### config.mk
export PLATFORM = sky130hd
export DESIGN_NAME = pe_incha_dual_ipacker_flat
export DESIGN_NICKNAME = d
export VERILOG_FILES = /design/src/rtl/pe_incha_dual_ipacker_pkg.sv /design/src/rtl/pe_incha_dual_ipacker_if.sv /design/src/rtl/pe_incha_dual_ipacker_frame_pixel_counter.sv /design/src/rtl/pe_incha_dual_ipacker.sv /design/src/flat_wrapper.sv
export SDC_FILE = /design/constraint.sdc
export NUM_CORES = 1
export LEC_CHECK = 0
export BUFFER_PORTS_ARGS = -buffer_cell sky130_fd_sc_hd__buf_2
export CORE_MARGIN = 3
export CORE_UTILIZATION = 60
export CTS_BUF_LIST = sky130_fd_sc_hd__clkbuf_8
export DETAILED_ROUTE_END_ITERATION = 6
export PLACE_DENSITY = 0.88
export RECOVER_POWER = 25
export SLEW_MARGIN = 10
export SYNTH_ARGS = -nofsm -noshare
export SYNTH_HDL_FRONTEND = slang
export SYNTH_SLANG_ARGS = --single-unit
### constraint.sdc
create_clock -name clk -period 2.2 [get_ports clk]
set_input_delay 0.44 -clock clk [delete_from_list [all_inputs] [get_ports clk]]
set_output_delay 0.44 -clock clk [all_outputs]
set_load 0.05 [all_outputs]
### src/rtl/pe_incha_dual_ipacker_pkg.sv
// rtl/pe_incha_dual_ipacker_pkg.sv - shared PE types, state encodings and dimension helpers
package pe_incha_dual_ipacker_pkg;

   // Pairing state: EMPTY waits for an even ('a') pixel, HALF holds one.
   typedef enum logic {
      ST_EMPTY = 1'b0,
      ST_HALF  = 1'b1
   } pack_state_t;

   // Output dimension of a conv-style PE layer. Chained layers use it to
   // derive their own IN_WIDTH/IN_HEIGHT from the previous layer.
   function automatic int pe_out_dim(input int in_dim, input int kernel,
                                     input int dilation, input int padding,
                                     input int stride);
      return (in_dim + 2 * padding - dilation * (kernel - 1) - 1) / stride + 1;
   endfunction

   // Counter width for a modulo-N counter, never narrower than one bit.
   function automatic int cnt_width(input int modulus);
      return (modulus > 1) ? $clog2(modulus) : 1;
   endfunction

endpackage

### src/rtl/pe_incha_dual_ipacker_if.sv
// rtl/pe_incha_dual_ipacker_if.sv - pixel-in / pixel-pair-out bus (o_frame_last under PE_INCHA_DUAL_IPACKER_FRAME_LAST_EN)
interface pe_incha_dual_ipacker_if #(
   parameter int DATA_WIDTH = 8
);
   logic [DATA_WIDTH-1:0] i_data;
   logic                  i_valid;
   logic [DATA_WIDTH-1:0] o_data_a;
   logic [DATA_WIDTH-1:0] o_data_b;
   logic                  o_valid;
   logic                  o_half;
`ifdef PE_INCHA_DUAL_IPACKER_FRAME_LAST_EN
   logic                  o_frame_last;
`endif

   // Source of pixels / sink of pixel pairs.
   modport master (
      output i_data, i_valid,
      input  o_data_a, o_data_b, o_valid, o_half
`ifdef PE_INCHA_DUAL_IPACKER_FRAME_LAST_EN
      , input o_frame_last
`endif
   );

   // The packer itself.
   modport slave (
      input  i_data, i_valid,
      output o_data_a, o_data_b, o_valid, o_half
`ifdef PE_INCHA_DUAL_IPACKER_FRAME_LAST_EN
      , output o_frame_last
`endif
   );

endinterface

### src/rtl/pe_incha_dual_ipacker_frame_pixel_counter.sv
// rtl/pe_incha_dual_ipacker_frame_pixel_counter.sv - modulo-N pixel counter with terminal-count flag
module pe_incha_dual_ipacker_frame_pixel_counter
   import pe_incha_dual_ipacker_pkg::*;
#(
   parameter int MODULUS = 4
) (
   input  logic clk,
   input  logic rst_n,
   input  logic en,
   output logic tc
);
   localparam int CNT_W = cnt_width(MODULUS);
   localparam logic [CNT_W-1:0] LAST = CNT_W'(MODULUS - 1);

   logic [CNT_W-1:0] cnt;

   // tc flags the pixel currently being offered as the frame's final one.
   assign tc = (cnt == LAST);

   // Advance on each accepted pixel, wrapping so the next frame starts at 0.
   always_ff @(posedge clk or negedge rst_n) begin
      if (!rst_n) begin
         cnt <= '0;
      end else if (en) begin
         if (tc) begin
            cnt <= '0;
         end else begin
            cnt <= cnt + 1'b1;
         end
      end
   end

endmodule

### src/rtl/pe_incha_dual_ipacker.sv
// rtl/pe_incha_dual_ipacker.sv - packs a pixel stream into even/odd pixel pairs (option: PE_INCHA_DUAL_IPACKER_FRAME_LAST_EN)
module pe_incha_dual_ipacker
   import pe_incha_dual_ipacker_pkg::*;
#(
   parameter int DATA_WIDTH = 8,
   parameter int IN_WIDTH   = 513,
   parameter int IN_HEIGHT  = 257
) (
   input logic                    clk,
   input logic                    rst_n,
   pe_incha_dual_ipacker_if.slave bus
);
   localparam int PIXELS = IN_WIDTH * IN_HEIGHT;

   pack_state_t           state;
   logic [DATA_WIDTH-1:0] hold;
   logic [DATA_WIDTH-1:0] data_a;
   logic [DATA_WIDTH-1:0] data_b;
   logic                  valid;
   logic                  half;
   logic                  frame_last;
   logic                  last_pix;

   pe_incha_dual_ipacker_frame_pixel_counter #(
      .MODULUS (PIXELS)
   ) u_counter (
      .clk   (clk),
      .rst_n (rst_n),
      .en    (bus.i_valid),
      .tc    (last_pix)
   );

   // Pairing FSM with registered beat outputs. An odd frame's final pixel
   // arrives in EMPTY and leaves alone as a half beat, so the next frame
   // always starts on an 'a' pixel without a bubble.
   always_ff @(posedge clk or negedge rst_n) begin
      if (!rst_n) begin
         state      <= ST_EMPTY;
         hold       <= '0;
         data_a     <= '0;
         data_b     <= '0;
         valid      <= 1'b0;
         half       <= 1'b0;
         frame_last <= 1'b0;
      end else begin
         valid      <= 1'b0;
         half       <= 1'b0;
         frame_last <= 1'b0;
         if (bus.i_valid) begin
            case (state)
               ST_EMPTY: begin
                  if (last_pix) begin
                     data_a     <= bus.i_data;
                     data_b     <= '0;
                     valid      <= 1'b1;
                     half       <= 1'b1;
                     frame_last <= 1'b1;
                  end else begin
                     hold  <= bus.i_data;
                     state <= ST_HALF;
                  end
               end
               ST_HALF: begin
                  data_a     <= hold;
                  data_b     <= bus.i_data;
                  valid      <= 1'b1;
                  frame_last <= last_pix;
                  state      <= ST_EMPTY;
               end
               default: state <= ST_EMPTY;
            endcase
         end
      end
   end

   assign bus.o_data_a = data_a;
   assign bus.o_data_b = data_b;
   assign bus.o_valid  = valid;
   assign bus.o_half   = half;

`ifdef PE_INCHA_DUAL_IPACKER_FRAME_LAST_EN
   assign bus.o_frame_last = frame_last;
`else
   logic unused_frame_last;
   assign unused_frame_last = frame_last;
`endif

endmodule
### src/flat_wrapper.sv
// flat-port wrapper written by rule: the top's interface ports become plain ports
module pe_incha_dual_ipacker_flat import pe_incha_dual_ipacker_pkg::*;
#(
   parameter int DATA_WIDTH = 8,
   parameter int IN_WIDTH   = 513,
   parameter int IN_HEIGHT  = 257
)
  (clk, rst_n, bus_i_data, bus_i_valid, bus_o_data_a, bus_o_data_b, bus_o_valid, bus_o_half);
  pe_incha_dual_ipacker_if #(.DATA_WIDTH(DATA_WIDTH)) bus_i ();
  input logic clk;
  input logic rst_n;
  input wire logic [$bits(bus_i.i_data)-1:0] bus_i_data;
  input wire logic [$bits(bus_i.i_valid)-1:0] bus_i_valid;
  output wire logic [$bits(bus_i.o_data_a)-1:0] bus_o_data_a;
  output wire logic [$bits(bus_i.o_data_b)-1:0] bus_o_data_b;
  output wire logic [$bits(bus_i.o_valid)-1:0] bus_o_valid;
  output wire logic [$bits(bus_i.o_half)-1:0] bus_o_half;
  assign bus_i.i_data = bus_i_data;
  assign bus_i.i_valid = bus_i_valid;
  assign bus_o_data_a = bus_i.o_data_a;
  assign bus_o_data_b = bus_i.o_data_b;
  assign bus_o_valid = bus_i.o_valid;
  assign bus_o_half = bus_i.o_half;
  pe_incha_dual_ipacker #(.DATA_WIDTH(DATA_WIDTH), .IN_WIDTH(IN_WIDTH), .IN_HEIGHT(IN_HEIGHT)) u_core (.clk(clk), .rst_n(rst_n), .bus(bus_i));
endmodule
### Word level (Yosys, flattened, before mapping)

Cells that the tools add are included.

* flip-flop bits (word level): 45
* input bits: 11
* output and inout port bits: 18
* word-level logic and storage cells: 26

* add/sub/neg operators: 1
* equal/unequal tests: 2
* multiplexer cells: 12
* bitwise logic cells: 2
* reduce and logical (&&, ||, !) cells: 2

Operator list (count)
* $pmux 8 s2: 2
* $add 18x1->18 const B: 1
* $eq 18x18->1 const B: 1
* $mux 18: 1
* $mux 8: 2
* $mux 1: 5
* $pmux 1 s2: 2
* $reduce_and 3->1: 1
* $ne 2x1->1 const B: 1
* $not 1->1: 2
* $reduce_and 2->1: 1

### Depth between registers and ports, before layout

Gate-level depths: netlist (run 1).

* depth after elaboration: 4
* depth in mapped cells: 7
* gate-level depth less buffers: 5

### Hierarchy

From an unflattened synthesis (run 1), not the netlist that was laid out.

* cells, all modules: 168
* area, all modules: 1991.9 um2

Modules (own cells, without submodules)
* pe_incha_dual_ipacker: times used 1, cells each 82, area each 1079.8 um2, seq. area each 675.6 um2
* pe_incha_dual_ipacker_frame_pixel_counter: times used 1, cells each 86, area each 912.1 um2, seq. area each 450.4 um2

### Least setup slack after synthesis (run 1)

Ideal clock, no wire load.

* path type: register -> register
* start: reg u_core.u_counter.cnt[14]
* end: reg u_core.hold[0]
* setup time: 0.125 ns
* data arrival time: 1.508 ns
* required time: 2.075 ns
* path slack: 0.567 ns
* stages on the path, launching flop included: 5
* buffers on the path: 0
* period minus slack after synthesis: 1.633 ns
* cells stage by stage: dfrtp_1 > nor4_2 > nand3_2 > o211ai_4 > mux2_2

* cells in the longest elaborated chain, start to end: 3

Ends and longest elaborated chain
* from (decl): line pe_incha_dual_ipacker_frame_pixel_counter.sv:15 `logic [CNT_W-1:0] cnt;`
* from (signal assigned): line pe_incha_dual_ipacker_frame_pixel_counter.sv:28 `cnt <= cnt + 1'b1;`
* $eq 18x18->1: line pe_incha_dual_ipacker_frame_pixel_counter.sv:18 `assign tc = (cnt == LAST);`
* $not 1->1 (no source line)
* $reduce_and 3->1 (no source line)
* to (signal assigned): line pe_incha_dual_ipacker.sv:59 `hold <= bus.i_data;`
* to (decl): line pe_incha_dual_ipacker.sv:16 `logic [DATA_WIDTH-1:0] hold;`

Every way passes these cells.
A chain may end at the register's enable or synchronous reset.

### Worst setup path in the final report (run 1)

* start: reg u_core.u_counter.cnt[14]
* end: reg u_core.data_a[4], in the netlist u_core.bus.o_data_a[4]

* cells in the longest elaborated chain, start to end: 3

Ends and longest elaborated chain
* $eq 18x18->1: line pe_incha_dual_ipacker_frame_pixel_counter.sv:18
* $ne 2x1->1 (no source line)
* $reduce_and 2->1 (no source line)
* to (signal assigned): line pe_incha_dual_ipacker.sv:53 `data_a <= bus.i_data;`
* to (signal assigned): line pe_incha_dual_ipacker.sv:64 `data_a <= hold;`
* to (decl): line pe_incha_dual_ipacker.sv:17 `logic [DATA_WIDTH-1:0] data_a;`

Every way passes these cells.

==> results.yml, run 1 <==
synthesis:
  avgSynthCellArea_um2: 10.4
  ys_seq_elements: 45
  synth_area_mm2: 0.00228
  syn-num-nets: 233
  syn_inst: 220
  yosysSeqAreaShare: 0.493
  synth_edf_count: 0
  ys_dominant_reg_cell: "dfrtp_1"
  synth_cell_types: 35
  ys_warn_count: 0
  async_flop_share: 1.00
power:
  p_per_area_mw_per_mm2: 942
  internal_power_w: 0.00159
  max-vdd-ir-drop_v: 0.000594
  sequentialPowerShare: 0.455
  leakage_nw: 1.17
  p_sw_w: 0.000891
  p_comb_frac: 0.291
  p_clk_frac: 0.254
  p_sw_frac: 0.359
sta:
  maxSlewHeadroom: 0.279
  fin_setup_tns_ps: 0
  worst_pin_slew_ps: 1080
  finalClockSkew_ps: 7.68
  slew_viol_final: 0
  setup_viol: 0
  period_share: 0.825
  fmax_mhz: 551
  min_period_ps: 1820
  hold_viol: 0
  rsz0062_at_grt: "false"
clock_tree:
  ctsHoldBuffers: 0
  path_clk_slew_ps: 80
  cts_setup_buffers: 0
  cts_sinks: 45
  clk_path_buf_depth: 2
  cts_resized: 0
  cts_max_level: 2
  worstSkewPairLatency_ps: 290
  cts_buffers: 5
  cts_tree: "built"
  clockRootBuffer: "clkbuf_8"
final_layout:
  drive_above_1_share: 0.245
  nets: 269
  antennaDiodeCount: 0
  nFillCells: 238
  syn_to_final_growth_pct: 15.4
  fin_area_mm2: 0.00263
critical_path:
  required_ps: 2430
  rr_worst_depth: 5
  reg2reg_to: "u_core.bus.o_data_a[4]$_DFFE_PN0P_"
  worstSetupEndpointType: "flop"
  rr_startpoint: "u_core.u_counter.cnt[14]$_DFFE_PN0P_"
  critPathCapture: "u_core.bus.o_data_a[4]$_DFFE_PN0P_"
  worstPathCellList: "nor4_2 > nand3_2 > buf_4 > or4_1 > nand3_1"
  cp_slowest_cell: "or4_1"
  cp_slowest_stage_delay_ps: 490
  path_class: "flop to flop"
  reg2reg_slack_ps: 380
  crit_arrival_ps: 2050
  crit_fanout: 21
  cp-start-kind: "flop"
  crit_path_start: "u_core.u_counter.cnt[14]$_DFFE_PN0P_"
job:
  max-cap-violations: 0
floorplan:
  die-area_mm2: 0.00458
  initial_core_util: 0.653
  pin_count: 29
  die_y_um: 67.7
  rows: 21
  chipWidth_um: 67.7
  core_area_mm2: 0.00349
placement:
  port_buffers: 28
  place_hpwl_mm: 3.22
  routabilityCongestion: 0.817
  postPlaceCellArea_mm2: 0.00252
drt:
  avgViaCountPerCell: 5.90
  drc: 0
  wl_mm: 4.62
  drtIter0Drc: 173
  antenna_left: 0
  vias: 1787
  post_drt_wl_per_cell_um: 15.3
  dr.pass1.iters: 4
hold_path:
  hold_class: "input port to flop"
global_routing:
  track_usage: 0.232
  grt_max_degree: 46
  grt_pass1_wl_mm: 7.92
  grt_overflow: 0
  grt_pass1_vias: 1670
  antenna_found_initial: 0
outcome:
  status: "finished clean"
==> final cells by class <==
cell class	instances	area [um2]	share of cell area
Clock buffer	6	82.6	0.0314
Clock inverter	2	33.8	0.0128
Inverter	6	22.5	0.00855
Multi-Input combinational cell	157	1080	0.409
Sequential cell	45	1130	0.428
Tap cell	46	57.6	0.0219
Timing Repair Buffer	41	235	0.0893
==> critical path: cells and delay by family, from the launching register on <==
family | cells | cell delay (ps)
and+or+nand+nor | 4 | 1060
buffers and inverters | 1 | 220
DFF | 1 | 470
==> Yosys cell counts, types with 2 or more instances <==
cell      number  area share
a22oi_1        8       0.026
mux2_2         8       0.039
ha_1           2       0.011
o21ai_0       10       0.022
xnor2_1        8       0.031
buf_2          4      0.0088
inv_1          5      0.0082
nor2b_1        8       0.022
nor4_2         2       0.011
a221oi_1       8       0.031
or4_1          8       0.026
a21oi_1        3      0.0066
xor2_1         6       0.023
nand2_1       20       0.033
mux2i_1        9       0.039
clkbuf_1       7       0.012
dfrtp_1       45        0.49
nand4_1        4       0.011
nor3_1        10       0.022
and4_1         2      0.0077
nor4_1         4       0.011
nand3_1       16       0.035
and3_1         4       0.011
nor2_1         8       0.013
==> registers in the layout, summed over array words and instances (netlist names) <==
signal / count
u_core.u_counter.cnt: 18
u_core.bus.o_data_a: 8
u_core.bus.o_data_b: 8
u_core.hold: 8
u_core.bus.o_half: 1
u_core.bus.o_valid: 1
u_core.state: 1
==> stage by stage <==
stage	util	total power (W)	worst slack [ps]	cells	hold WS [ps]
after CTS	0.754	0.00250	386	303	233
final	0.754	0.00248	384	303	409
after global placement	0.721	0.00185	428	295	486
after detailed placement	0.721	0.00187	371	295	494
after floorplan	-	0.00167	567	220	144
after global routing	0.754	0.00263	283	303	402
==> worst min-delay path by stage <==
stage,from,endpoint,slack [ps],cells after the start
2_1_floorplan,rst_n,u_core.bus.o_data_a[0]$_DFFE_PN0P_,140,0
3_3_place_gp,u_core.hold[7]$_DFFE_PN0P_,u_core.hold[7]$_DFFE_PN0P_,490,1
3_5_place_dp,u_core.hold[0]$_DFFE_PN0P_,u_core.hold[0]$_DFFE_PN0P_,490,1
4_1_cts,rst_n,u_core.bus.o_data_a[2]$_DFFE_PN0P_,230,2
5_1_grt,bus_i_data[6],u_core.hold[6]$_DFFE_PN0P_,400,2
6_report,bus_i_data[0],u_core.bus.o_data_b[0]$_DFFE_PN0P_,410,3
==> layer usage <==
metal	routed length, um	up-vias	track usage	share of wire
met3	265	6	0.0499	0.057
met5	0	-	0	0
met2	2100	48	0.357	0.45
li1	-	880	-	-
met1	2200	853	0.329	0.48
met4	53	0	0.0684	0.011
==> cells by family after synthesis <==
family | Yosys count | synth area share
AND/OR/NAND/NOR | 90 | 0.220
flip-flops | 45 | 0.493
AO/OA/AOI/OAI | 34 | 0.108
buffers and inverters | 18 | 0.0351
multiplexers | 17 | 0.0790
XOR/XNOR | 14 | 0.0537
adder cells (fa/ha/maj) | 2 | 0.0110
==> cells in the final DEF (no fill, tap or decap), drive strengths merged, types with 3 or more instances in the layout <==
cell type  count
dfrtp         45
buf           40
nand2         20
nand3         17
nor3          11
o21ai         10
mux2i          9
nor2           8
mux2           8
or4            8
nor2b          8
a221oi         8
a22oi          8
xnor2          8
inv            7
clkbuf         7
xor2           6
nor4           6
nand4          5
and3           4
a21oi          3
==> power groups by stage <==
stage	sequential, W	combinational, W	clock (W)
final	0.00113	0.000721	0.000629
after CTS	0.00113	0.000726	0.000640
after floorplan	0.00134	0.000326	0
after detailed placement	0.00114	0.000726	0
after global routing	0.00115	0.000787	0.000686
after global placement	0.00114	0.000710	0
No activity file was read; power rests on OpenSTA's default activity.
==> run 2: changes to the inputs <==
- ABC_AREA: default -> 1
- clock period: 2.2 -> 1.7 ns (I/O delays scaled with it)
==> run 2 against run 1 <==
  * Area after synthesis down 0.38%
  * Final area is 1.7% lower
  * Cell count rose by 20%
  * Worst hold slack worse by 150 ps
  * Non-clock buffer count fell by 7
  * Register-to-register slack got worse by 250 ps
  * Synthesized cell count up 29%
  * Sequential power is 31% higher
  * Clock power increased by 12%
  * Combinational power grew 53%
  * Sequential cell count is the same
  * Via count up 4.8%
  * Largest cell class unchanged
  * Critical endpoint is now u_core.bus.o_data_a[2]$_DFFE_PN0P_
==> results.yml, run 2 <==
outcome:
  status: "finished clean"
clock_tree:
  cts_tree: "built"
  ctsHoldBuffers: 0
  clk_path_buf_depth: 2
  clockRootBuffer: "clkbuf_8"
  cts_sinks: 45
  cts_buffers: 5
  worstSkewPairLatency_ps: 290
  path_clk_slew_ps: 80
  cts_max_level: 2
synthesis:
  synth.area.top_cells: "dfrtp_1, nand2_1, inv_1"
  avgSynthCellArea_um2: 8.01
  ys_warn_count: 0
  synth_area_mm2: 0.00227
  ys_dominant_reg_cell: "dfrtp_1"
  synth_edf_count: 0
  synth_cell_types: 28
  syn_inst: 284
  synth_top_area_cell: "dfrtp_1"
  syn-num-nets: 297
  yosysSeqAreaShare: 0.495
  async_flop_share: 1.00
  synthMostInstantiatedCell: "nand2_1"
  ys_top_cells_by_count: "nand2_1, dfrtp_1, inv_1"
  ys_seq_elements: 45
  synth_top_area_share: 0.495
critical_path:
  critPathCapture: "u_core.bus.o_data_a[2]$_DFFE_PN0P_"
  cp_slowest_cell: "dfrtp_1"
  worstPathCellList: "inv_2 > ha_1 > nand3_1 > nor2_2 > nand2_4 > nand2_8 > nand2_8 > nand2_1 > nand2_1"
  rr_worst_depth: 9
  required_ps: 1880
  crit_path_start: "u_core.u_counter.cnt[0]$_DFFE_PN0P_"
  reg2reg_slack_ps: 130
  cp_slowest_stage_delay_ps: 420
  crit_fanout: 17
  path_class: "flop to flop"
  reg2reg_to: "u_core.bus.o_data_a[2]$_DFFE_PN0P_"
  worstSetupEndpointType: "flop"
  rr_startpoint: "u_core.u_counter.cnt[0]$_DFFE_PN0P_"
  crit_arrival_ps: 1740
  cp-start-kind: "flop"
sta:
  fin_ws_ps: 134
  rsz0062_at_grt: "false"
  hold_viol: 0
  holdWs_ps: 263
  worst_pin_slew_ps: 1190
  period_share: 0.921
  maxSlewHeadroom: 0.207
  slew_viol_final: 0
  fin_setup_tns_ps: 0
  fmax_mhz: 639
  finalClockSkew_ps: 10.1
  min_period_ps: 1570
  setup_viol: 0
hold_path:
  hold_class: "input port to asynchronous set/reset pin"
global_routing:
  antenna_found_initial: 0
  track_usage: 0.221
  grt_pass1_vias: 1676
  grt_max_degree: 31
  grt_pass1_wl_mm: 7.53
  grt_overflow: 0
floorplan:
  core_area_mm2: 0.00349
  die-area_mm2: 0.00456
  pin_count: 29
  die_y_um: 67.6
  initial_core_util: 0.651
  rows: 21
  chipWidth_um: 67.6
placement:
  place_hpwl_mm: 3.22
  port_buffers: 28
  routabilityCongestion: 0.914
  pre_cts_ws_ps: 84.8
drt:
  antenna_left: 0
  dr.pass1.iters: 5
  drtIter0Drc: 124
  vias: 1872
  wl_mm: 4.48
  drc: 0
  avgViaCountPerCell: 5.13
  post_drt_wl_per_cell_um: 12.3
power:
  leakage_nw: 1.46
  max-vdd-ir-drop_v: 0.000829
  p_per_area_mw_per_mm2: 1270
final_layout:
  final_common_cell: "nand2_1"
  largest-register: "u_core.u_counter.cnt"
  syn_to_final_growth_pct: 13.9
  drive_above_1_share: 0.201
  antennaDiodeCount: 0
  largest_reg_flops: 18
  final_cell_mix: "nand2_1, dfrtp_1, inv_1"
  nets: 331
job:
  max-cap-violations: 0
==> run 2: cell types whose count changed after synthesis, sizes merged, moves of 9 or more <==
cell and delta:
inv +24, nor3 -10, mux2i -9, nor2 +20, nand2 +95
==> run 2: critical path: cells and delay by family, from the launching register on <==
kind	cells	cell delay [ps]
fa+ha+maj	1	150
buf+inv	1	90
flops	1	420
simple gates	7	800
==> run 2: where the power goes <==
part / total (W) / internal, W / leakage, nW / switching, W
logic: 0.00110 / 0.000291 / 0.851 / 0.000809
registers: 0.00148 / 0.00130 / 0.552 / 0.000182
clock network: 0.000705 / 0.000367 / 0.0542 / 0.000338
==> run 2: worst min-delay path by stage <==
stage,from,to,slack [ps],depth (start not counted)
2_1_floorplan,rst_n,u_core.bus.o_data_a[0]$_DFFE_PN0P_,40,0
3_3_place_gp,rst_n,u_core.u_counter.cnt[12]$_DFFE_PN0P_,330,1
3_5_place_dp,rst_n,u_core.u_counter.cnt[12]$_DFFE_PN0P_,330,1
4_1_cts,rst_n,u_core.u_counter.cnt[12]$_DFFE_PN0P_,10,1
5_1_grt,bus_i_data[5],u_core.bus.o_data_b[5]$_DFFE_PN0P_,270,3
6_report,rst_n,u_core.u_counter.cnt[12]$_DFFE_PN0P_,260,1
==> run 2: cell type report <==
class / count / area (um2)
well taps: 46 / 57.6
fillers: 252 / 906
clock buffers: 7 / 96.3
multi-input cells: 201 / 991
clock inverters: 1 / 5.00
inverters: 31 / 116
flip-flops and latches: 45 / 1130
repair buffers: 34 / 196
==> run 2: repair_timing <==
| item | CTS | global route |
|---|---|---|
| endpoints found under the setup margin | 0 | 18 |
| gates resized for setup | 0 | 2 |
| buffers inserted | 0 | 3 |
==> run 2: cells by family (layout without fill, tap and decap cells) <==
group / Yosys count / in the layout / synth area share
simple gates: 182 / 182 / 0.372
flops: 45 / 45 / 0.495
buf+inv: 38 / 73 / 0.0699
compound gates: 9 / 9 / 0.0209
xor+xnor: 8 / 8 / 0.0308
fa+ha+maj: 2 / 2 / 0.0110
==> run 2: per-layer routing <==
metal	vias to the layer above	GRT usage	routed length [um]
li1	950	-	-
met1	861	0.303	2100
met4	0	0.0582	24
met3	2	0.0599	278
met2	59	0.345	2070
met5	-	0	0
==> run 2: through the flow <==
step,utilization,cells,area (um2),power (W)
finish,0.741,365,2590,0.00328
global route,0.741,365,2590,0.00349
CTS,0.734,362,2560,0.00330
detailed placement,0.705,354,2460,0.00259
global placement,0.705,354,2460,0.00256
floorplan,-,284,2270,0.00231
==> run 3: changes to the inputs <==
- CORE_UTILIZATION: 60 -> 40
- PLACE_DENSITY: 0.88 -> default
==> run 3 against run 2 <==
  * Critical path depth stayed put
  * Die area is 45% higher
  * Non-clock buffer count is 1 higher
  * Register-to-register slack worse by 30 ps
  * Sequential share of layout area is 0.17 points lower
  * Fmax is 1.6% lower
  * First-iteration DRC count is 8.9% higher
  * Wire length is 4.8% higher
  * Critical endpoint is now u_core.bus.o_data_a[0]$_DFFE_PN0P_
==> results.yml, run 3 (synthesis gave the netlist of run 2 again) <==
power:
  leakage_nw: 1.45
  max-vdd-ir-drop_v: 0.000572
  p_per_area_mw_per_mm2: 1240
critical_path:
  rr_startpoint: "u_core.u_counter.cnt[0]$_DFFE_PN0P_"
  worstPathCellList: "inv_1 > ha_1 > nand3_1 > nor2_2 > nand2_4 > nand2_8 > nand2_8 > nand2_1 > nand2_1"
  reg2reg_slack_ps: 110
  required_ps: 1900
  cp_slowest_stage_delay_ps: 400
  crit_fanout: 17
  path_class: "flop to flop"
  cp_slowest_cell: "dfrtp_1"
  worstSetupEndpointType: "flop"
  crit_path_start: "u_core.u_counter.cnt[0]$_DFFE_PN0P_"
  cp-start-kind: "flop"
  crit_arrival_ps: 1790
  rr_worst_depth: 9
  reg2reg_to: "u_core.bus.o_data_a[0]$_DFFE_PN0P_"
  critPathCapture: "u_core.bus.o_data_a[0]$_DFFE_PN0P_"
clock_tree:
  clk_path_buf_depth: 2
  clockRootBuffer: "clkbuf_8"
  cts_sinks: 45
  cts_buffers: 5
  ctsHoldBuffers: 0
  cts_max_level: 2
  worstSkewPairLatency_ps: 300
  path_clk_slew_ps: 90
  cts_tree: "built"
final_layout:
  largest_reg_flops: 18
  syn_to_final_growth_pct: 14.3
  final_common_cell: "nand2_1"
  utilization: 0.490
  largest-register: "u_core.u_counter.cnt"
  nets: 332
  final_cell_mix: "nand2_1, dfrtp_1, inv_1"
  antennaDiodeCount: 0
  drive_above_1_share: 0.200
drt:
  dr.pass1.iters: 4
  antenna_left: 0
  avgViaCountPerCell: 4.65
  drc: 0
  wl_mm: 4.69
  drtIter0Drc: 135
  post_drt_wl_per_cell_um: 12.0
  vias: 1815
global_routing:
  grt_pass1_vias: 1660
  grt_overflow: 0
  grt_max_degree: 46
  grt_pass1_wl_mm: 8.04
  antenna_found_initial: 0
  track_usage: 0.158
sta:
  worst_pin_slew_ps: 1120
  finalClockSkew_ps: 4.15
  holdWs_ps: 275
  slew_viol_final: 0
  maxSlewHeadroom: 0.253
  setup_viol: 0
  hold_viol: 0
  fmax_mhz: 628
  min_period_ps: 1590
  fin_setup_tns_ps: 0
  period_share: 0.936
  rsz0062_at_grt: "false"
floorplan:
  die_y_um: 81.4
  core_area_mm2: 0.00530
  rows: 26
  die-area_mm2: 0.00662
  initial_core_util: 0.429
  chipWidth_um: 81.4
  pin_count: 29
placement:
  port_buffers: 28
  routabilityCongestion: 0.882
  place_hpwl_mm: 3.28
outcome:
  status: "finished clean"
job:
  max-cap-violations: 0
hold_path:
  hold_class: "input port to flop"
  holdPathStages: 3
run 3: changes by cell type in the layout (fill, tap and decap cells not counted), sizes merged:
cell      delta
inv          +1
clkinvlp     +2
buf          +1
clkinv       -1
clkbuf       -2
run 3: routing by layer:
metal  GRT usage  wire length [um]  up-vias  part of all wire
met4      0.0456                61        0             0.013
met2       0.217              2040       24              0.43
li1            -                 -      952                 -
met1       0.245              2440      833              0.52
met3      0.0366               156        6             0.033
met5           0                 0        -                 0
run 3: worst min path at each step:
stage	slack, ps	to	startpoint
finish	270	u_core.bus.o_data_b[1]$_DFFE_PN0P_	bus_i_data[1]
global placement	340	u_core.u_counter.cnt[6]$_DFFE_PN0P_	rst_n
CTS	10	u_core.u_counter.cnt[6]$_DFFE_PN0P_	rst_n
floorplan	40	u_core.bus.o_data_a[0]$_DFFE_PN0P_	rst_n
detailed placement	340	u_core.u_counter.cnt[6]$_DFFE_PN0P_	rst_n
global route	280	u_core.bus.o_data_b[1]$_DFFE_PN0P_	bus_i_data[1]
run 3: worst max-delay path: cells and delay by family, from the launching register on:
kind | cells | cell delay, ps
adder cells (fa/ha/maj) | 1 | 180
buffers and inverters | 1 | 120
AND/OR/NAND/NOR | 7 | 780
flip-flops | 1 | 400
run 3: power by group:
part	switching, W	internal, W
clock	0.000372	0.000284
combinational	0.000814	0.000288
sequential	0.000173	0.00130
run 3: through the flow:
step	setup WS (ps)	instances	instance area (um2)	power, W
after floorplan	225	284	2270	0.00231
after global placement	154	378	2490	0.00258
after detailed placement	43.5	378	2490	0.00260
after CTS	35.1	386	2580	0.00327
after global routing	9.10	390	2600	0.00345
final	109	390	2600	0.00323
run 3: area by class of cell:
cell class / instances / area [um2]
fillers: 532 / 2700
flip-flops and latches: 45 / 1130
multi-input cells: 201 / 991
repair buffers: 35 / 190
inverters: 31 / 116
well taps: 70 / 87.6
clock buffers: 5 / 68.8
clock inverters: 3 / 18.8
run 3: timing repair:
item,in CTS,in global routing
gates resized for setup,0,1
endpoints found under the setup margin,0,17
buffers inserted,0,4
